[src/rtl/command_arbiter_pkg.sv]
// Shared types for the PSL command arbiter: command buffer line and status,
// arbiter state encoding and the requester count.
package command_arbiter_pkg;

  localparam int NUM_CMD_REQUESTERS = 4;
  localparam int CU_ID_BITS         = 8;
  localparam logic [CU_ID_BITS-1:0] INVALID_ID = 8'hFF;

  typedef enum logic [12:0] {
    INVALID    = 13'h0000,
    READ_CL_NA = 13'h0A00,
    READ_CL_S  = 13'h0A50,
    WRITE_NA   = 13'h0D00,
    WRITE_MI   = 13'h0D60
  } command_t;

  typedef enum logic [2:0] {
    STRICT = 3'b000,
    ABORT  = 3'b001,
    PAGE   = 3'b010,
    PREF   = 3'b011,
    SPEC   = 3'b111
  } trans_order_t;

  typedef enum logic [2:0] {
    CMD_INVALID = 3'd0,
    CMD_READ    = 3'd1,
    CMD_WRITE   = 3'd2,
    CMD_WED     = 3'd3,
    CMD_RESTART = 3'd4
  } cmd_type_t;

  typedef struct packed {
    logic [CU_ID_BITS-1:0] cu_id;
    cmd_type_t             cmd_type;
  } CommandTag;

  typedef struct packed {
    logic         valid;
    command_t     command;
    logic [63:0]  address;
    logic [11:0]  size;
    trans_order_t abt;
    CommandTag    cmd;
  } CommandBufferLine;

  typedef struct packed {
    logic alfull;
    logic full;
    logic empty;
  } BufferStatus;

  typedef enum logic [1:0] {
    ARB_RESET = 2'd0,
    ARB_IDLE  = 2'd1,
    ARB_ISSUE = 2'd2,
    ARB_STALL = 2'd3
  } arb_state;

  // Reset image of a command line: invalid everywhere, CU id marked invalid.
  function automatic CommandBufferLine empty_command_line();
    CommandBufferLine line;
    line.valid        = 1'b0;
    line.command      = INVALID;
    line.address      = 64'h0;
    line.size         = 12'h000;
    line.abt          = STRICT;
    line.cmd.cu_id    = INVALID_ID;
    line.cmd.cmd_type = CMD_INVALID;
    return line;
  endfunction

endpackage

[src/rtl/command_arbiter_round_robin.sv]
// Combinational round-robin winner select: first set request at or after
// last_grant+1, wrapping around.
module round_robin_priority #(
  parameter int N     = 4,
  parameter int IDX_W = (N > 1) ? $clog2(N) : 1
) (
  input  logic [N-1:0]     requests,
  input  logic [IDX_W-1:0] last_grant,
  output logic [N-1:0]     grant,
  output logic [IDX_W-1:0] grant_index
);

  logic             found_s;
  logic [IDX_W-1:0] idx_s;

  // Scan the N positions starting just after the previous winner.
  always_comb begin
    grant       = '0;
    grant_index = '0;
    found_s     = 1'b0;
    idx_s       = '0;
    for (int i = 1; i <= N; i++) begin
      idx_s = IDX_W'((int'(last_grant) + i) % N);
      if (requests[idx_s] && !found_s) begin
        found_s      = 1'b1;
        grant[idx_s] = 1'b1;
        grant_index  = idx_s;
      end else begin
        found_s = found_s;
      end
    end
  end

endmodule

[src/rtl/command_arbiter.sv]
// Round-robin arbiter sharing the PSL command buffer port between the WED
// controller (index 0) and the compute units, one holding slot per source.
module command_arbiter
  import command_arbiter_pkg::*;
#(
  parameter int NUM_REQUESTERS = NUM_CMD_REQUESTERS
) (
  input  logic                      clock,
  input  logic                      rst,
  input  logic                      enabled_in,
  input  BufferStatus               command_buffer_status,
  input  CommandBufferLine          command_in [NUM_REQUESTERS],
  output logic                      request_ready_out [NUM_REQUESTERS],
  output CommandBufferLine          command_out,
  output logic [NUM_REQUESTERS-1:0] grant_out,
  output logic [31:0]               issued_count_out
);

  localparam int IDX_W = (NUM_REQUESTERS > 1) ? $clog2(NUM_REQUESTERS) : 1;

  logic                      enabled_r;
  arb_state                  state_r;
  arb_state                  next_state_s;
  CommandBufferLine          slot_r [NUM_REQUESTERS];
  logic [NUM_REQUESTERS-1:0] full_r;
  logic [IDX_W-1:0]          last_grant_r;
  CommandBufferLine          command_r;
  logic [NUM_REQUESTERS-1:0] grant_r;
  logic [31:0]               count_r;

  logic [NUM_REQUESTERS-1:0] winner_s;
  logic [IDX_W-1:0]          winner_idx_s;
  logic [NUM_REQUESTERS-1:0] grant_now_s;
  logic [NUM_REQUESTERS-1:0] ready_s;
  logic [NUM_REQUESTERS-1:0] accept_s;
  logic                      any_full_s;
  logic                      alfull_s;
  logic                      issue_s;
  CommandBufferLine          issue_line_s;
  logic                      unused_status_s;

  assign alfull_s        = command_buffer_status.alfull;
  assign unused_status_s = command_buffer_status.full ^ command_buffer_status.empty;
  assign any_full_s      = |full_r;
  assign issue_s         = enabled_r & ~alfull_s & any_full_s & (state_r == ARB_ISSUE);

  round_robin_priority #(
    .N     (NUM_REQUESTERS),
    .IDX_W (IDX_W)
  ) u_rr (
    .requests    (full_r),
    .last_grant  (last_grant_r),
    .grant       (winner_s),
    .grant_index (winner_idx_s)
  );

  // A slot granted this cycle is free again, so its source may refill it now.
  always_comb begin
    grant_now_s  = '0;
    ready_s      = '0;
    accept_s     = '0;
    issue_line_s = slot_r[winner_idx_s];
    issue_line_s.valid = 1'b1;
    if (issue_s) begin
      grant_now_s = winner_s;
    end else begin
      grant_now_s = '0;
    end
    for (int i = 0; i < NUM_REQUESTERS; i++) begin
      ready_s[i]           = ~full_r[i] | grant_now_s[i];
      accept_s[i]          = command_in[i].valid & ready_s[i];
      request_ready_out[i] = ready_s[i];
    end
  end

  // Enable register and arbiter state.
  always_ff @(posedge clock) begin
    if (rst) begin
      enabled_r <= 1'b0;
      state_r   <= ARB_RESET;
    end else begin
      enabled_r <= enabled_in;
      state_r   <= next_state_s;
    end
  end

  // Next-state logic; a stall takes precedence over going idle.
  always_comb begin
    next_state_s = state_r;
    case (state_r)
      ARB_RESET: next_state_s = ARB_IDLE;
      ARB_IDLE: begin
        if (enabled_r && any_full_s) begin
          next_state_s = ARB_ISSUE;
        end else begin
          next_state_s = ARB_IDLE;
        end
      end
      ARB_ISSUE: begin
        if (alfull_s) begin
          next_state_s = ARB_STALL;
        end else if (!any_full_s || !enabled_r) begin
          next_state_s = ARB_IDLE;
        end else begin
          next_state_s = ARB_ISSUE;
        end
      end
      ARB_STALL: begin
        if (!alfull_s && any_full_s && enabled_r) begin
          next_state_s = ARB_ISSUE;
        end else if (!enabled_r) begin
          next_state_s = ARB_IDLE;
        end else begin
          next_state_s = ARB_STALL;
        end
      end
      default: next_state_s = ARB_RESET;
    endcase
  end

  // Holding slots: a refill in the granting cycle wins over the clear.
  always_ff @(posedge clock) begin
    if (rst) begin
      full_r <= '0;
      for (int i = 0; i < NUM_REQUESTERS; i++) begin
        slot_r[i] <= empty_command_line();
      end
    end else begin
      for (int i = 0; i < NUM_REQUESTERS; i++) begin
        if (accept_s[i]) begin
          slot_r[i] <= command_in[i];
          full_r[i] <= 1'b1;
        end else if (grant_now_s[i]) begin
          full_r[i] <= 1'b0;
        end else begin
          full_r[i] <= full_r[i];
        end
      end
    end
  end

  // Issue register, rotation pointer and saturating issue counter.
  always_ff @(posedge clock) begin
    if (rst) begin
      command_r    <= empty_command_line();
      grant_r      <= '0;
      count_r      <= 32'h0000_0000;
      last_grant_r <= IDX_W'(NUM_REQUESTERS - 1);
    end else if (issue_s) begin
      command_r    <= issue_line_s;
      grant_r      <= winner_s;
      last_grant_r <= winner_idx_s;
      if (count_r != 32'hFFFF_FFFF) begin
        count_r <= count_r + 32'd1;
      end else begin
        count_r <= count_r;
      end
    end else begin
      command_r.valid <= 1'b0;
      grant_r         <= '0;
    end
  end

  assign command_out      = command_r;
  assign grant_out        = grant_r;
  assign issued_count_out = count_r;

endmodule

[config.mk]
export PLATFORM = sky130hd
export DESIGN_NAME = command_arbiter
export DESIGN_NICKNAME = d
export VERILOG_FILES = /design/src/rtl/command_arbiter_pkg.sv /design/src/rtl/command_arbiter_round_robin.sv /design/src/rtl/command_arbiter.sv
export SDC_FILE = /design/constraint.sdc
export NUM_CORES = 1
export LEC_CHECK = 0
export ABC_AREA = 1
export BUFFER_PORTS_ARGS = -buffer_cell sky130_fd_sc_hd__buf_4
export CAP_MARGIN = 20
export CELL_PAD_IN_SITES_DETAIL_PLACEMENT = 0
export CELL_PAD_IN_SITES_GLOBAL_PLACEMENT = 2
export CORE_MARGIN = 2
export CORE_UTILIZATION = 29
export CTS_CLUSTER_DIAMETER = 30
export DETAILED_ROUTE_END_ITERATION = 10
export PLACE_DENSITY_LB_ADDON = 0.1
export SLEW_MARGIN = 10
export SYNTH_ARGS = -nofsm -noshare
export SYNTH_HDL_FRONTEND = slang
export SYNTH_SLANG_ARGS = --single-unit
[constraint.sdc]
create_clock -name clock -period 4.7 [get_ports clock]
set_clock_uncertainty 0.15 [all_clocks]
set_input_delay 0.94 -clock clock [delete_from_list [all_inputs] [get_ports clock]]
set_output_delay 0.94 -clock clock [all_outputs]
set_load 0.1 [all_outputs]
==> flow_summary.yaml <==
die:
  die_width_um: 307
  core_area_um2: 91500
  initial_utilization: 0.292
  die_h_um: 307
  pin_count: 566
  rows: 111
  die_area_um2: 94500
setup_path:
  crit_required_ns: 3.61
  cp-start-kind: "register"
  r2r_setup_slack_ns: 0.93
  critPathKind: "register to primary output"
  end_kind: "primary output"
  path_max_fanout: 12
  timing.rr.start: "last_grant_r[1]"
  reg2reg_to: "command_out[79]"
  r2r_cells: 15
  crit_arrival_ns: 3.31
drt:
  drcViolationCount: 0
  finalWirelength_um: 99800
  drtIter0Drc: 1167
  vias: 22900
  via_per_inst: 4.46
  drt_pass1_iterations: 5
  drtAntennaViolNets: 0
  wl_per_cell_um: 19.5
worst_hold_path:
  hold_path_depth: 3
  holdPathEnd: "enabled_r"
  min-delay-start: "enabled_in"
  worstHoldPathType: "input pin to register"
placed_design:
  dp_slack_ns: 0.617
  dp_hpwl_um: 63700
  port-buffer-count: 563
  gp_congestion: 0.824
grt:
  overflow: 0
  grt_antenna_before_repair: 9
  grt.busiest_layer: "met2"
  gr-usage-met1: 0.254
  grt_pass1_wl_um: 147000
  use_met3: 0.0480
  grt_max_degree: 152
  grt_pass1_vias: 23600
  grt_usage: 0.210
  gr-usage-met2: 0.370
logic_synthesis:
  syn_nets: 3641
  synth-seq-cells: 561
  yosysSeqAreaShare: 0.575
  yosys_warnings: 0
  synth_cells: 3210
  avgSynthCellArea_um2: 8.32
  synth_edf_count: 412
  synthFlopType: "edfxtp_1"
  ys_types: 37
  synthArstFlopShare: 0
  syn_area_um2: 26700
pwr:
  totalPowerFinal_w: 0.0182
  p_leak_nw: 18.6
  vdd_drop_max_mv: 0.255
  power.density_nw_per_um2: 484
sta:
  fin_crit_sh: 0.937
  finalSetupViolCount: 0
  fin_crit_ns: 4.40
  fmax_ghz: 0.227
  tightest_slew_ns: 1.04
  relSlewSlack: 0.307
  rsz0062_at_grt: "no"
  setup_tns_ns: 0
  finalMaxSlewViolations: 0
  hold_viol: 0
  layout_setup_ws_ns: 0.295
cells_and_area:
  final_nets: 4231
  multi_input_area_um2: 8300
  syn_to_final_growth_pct: 40.9
  drive_gt1_frac: 0.227
  nFillCells: 9382
  regArea_um2: 15400
clock_network:
  cts-htree-levels: 4
  cts_buffer_depth: 3
  numClockSinks: 561
  cts.clk_slew.worst_paths_ns: 0.04
  cts_tree: "yes"
  cts_root_buf: "clkbuf_16"
  worstSkewPairLatency_ns: 0.72
  cts_buffers: 163
  cts_hold_buf: 0
status:
  status: "completed"
flow_run:
  drv_cap: 0
per-layer routing:
metal  vias to the layer above  routed length (um)
met5                         -                  58
met4                         8                1940
met3                       145                5610
met2                       654               50500
met1                     10900               41700
li1                      11200                   -
critical path: stages, from the launching register on:
cell     delay, ns
dfxtp_1       0.46
inv_1         0.23
ha_2          0.45
inv_2         0.06
nand3_2       0.10
nand2_4       0.11
inv_2         0.08
nand3_2       0.11
nor2_4        0.16
nand2_1       0.07
nand3_1       0.11
nand2_1       0.08
nand2_2       0.27
buf_6         0.28
registers in the layout (all words and copies together), names as in the netlist:
| name | flops |
|---|---|
| full_r | 4 |
| grant_out | 4 |
| issued_count_out | 32 |
| enabled_r | 1 |
| state_r | 2 |
| command_out | 104 |
| last_grant_r | 2 |
| slot_r | 412 |
placed cells by master, fill, tap and decap left out, drive strengths merged:
cell type    n
a21boi       5
a21oi       45
and3         1
buf        599
bufinv      17
clkbuf     219
clkinv      45
clkinvlp     8
dfxtp      149
diode        5
edfxtp     412
ha           9
inv        610
nand2      956
nand3      301
nand4       40
nor2       415
nor3        16
nor3b        2
nor4         6
o21a        48
o21ai       10
o21bai       1
xnor2        9
xor2        16
power by group:
group	switching [W]	total, W	internal [W]
clock network	0.00329	0.0109	0.00765
logic	0.00102	0.00155	0.000533
registers	0.0000774	0.00573	0.00565
total	0.00438	0.0182	0.0138
final cells by class:
type / count / share of cell area
Timing Repair Buffer: 599 / 0.125
Inverter: 595 / 0.0596
Clock buffer: 219 / 0.120
Antenna cell: 5 / 0.000332
Clock inverter: 85 / 0.0266
Sequential cell: 561 / 0.408
Multi-Input combinational cell: 1880 / 0.221
Tap cell: 1186 / 0.0394
cell usage after synthesis, types with 5 or more instances:
master | instances | area share
a21boi_0 | 5 | 0.0014
a21oi_1 | 45 | 0.0084
buf_1 | 14 | 0.0020
buf_2 | 60 | 0.011
buf_4 | 13 | 0.0037
buf_6 | 22 | 0.0093
clkbuf_1 | 65 | 0.0091
dfxtp_1 | 149 | 0.11
edfxtp_1 | 412 | 0.46
ha_1 | 9 | 0.0042
inv_1 | 586 | 0.082
inv_2 | 7 | 0.00098
nand2_1 | 949 | 0.13
nand2_2 | 5 | 0.0012
nand3_1 | 293 | 0.055
nand3_2 | 8 | 0.0030
nand4_1 | 39 | 0.0091
nor2_1 | 412 | 0.058
nor3_1 | 15 | 0.0028
nor4_1 | 6 | 0.0014
o21a_1 | 48 | 0.013
o21ai_0 | 8 | 0.0015
xnor2_1 | 9 | 0.0030
xor2_1 | 16 | 0.0052
metrics by stage:
stage               utilization  cell area (um^2)  cells  hold slack [ns]
detailed placement        0.350             32100   4821            0.310
finish                    0.411             37600   5130            0.316
global placement          0.350             32100   4821            0.317
floorplan                     -             26700   3210            0.311
global route              0.411             37600   5130            0.306
CTS                       0.411             37600   5125            0.270
cell families (layout without fill, tap and decap cells):
group	Yosys count	in the layout	share of synthesized area
xor gates and xnor gates	25	25	0.00820
and+or+nand+nor	1737	1737	0.268
AOI/OAI and AO/OA	109	109	0.0256
DFF	561	561	0.575
other	0	5	0
adders and majority gates	9	9	0.00422
buffers and inverters	769	1498	0.119
worst max path at each step:
stage	end	start	depth (start not counted)	slack [ns]
finish	request_ready_out[1]	last_grant_r[1]	13	0.30
global route	request_ready_out[1]	last_grant_r[1]	13	0.05
CTS	request_ready_out[0]	last_grant_r[1]	13	0.01
detailed placement	slot_r[1][71]	last_grant_r[1]	15	0.62
global placement	slot_r[1][71]	last_grant_r[1]	15	0.71
floorplan	slot_r[2][0]	rst	5	-0.02
what timing repair did:
action,4_1_cts,5_1_grt
buffers inserted,0,0
resized for setup,2,7
pin swaps,0,0
endpoints found under the setup margin,2,4
Note: power is estimated with default switching activity, not from simulation.
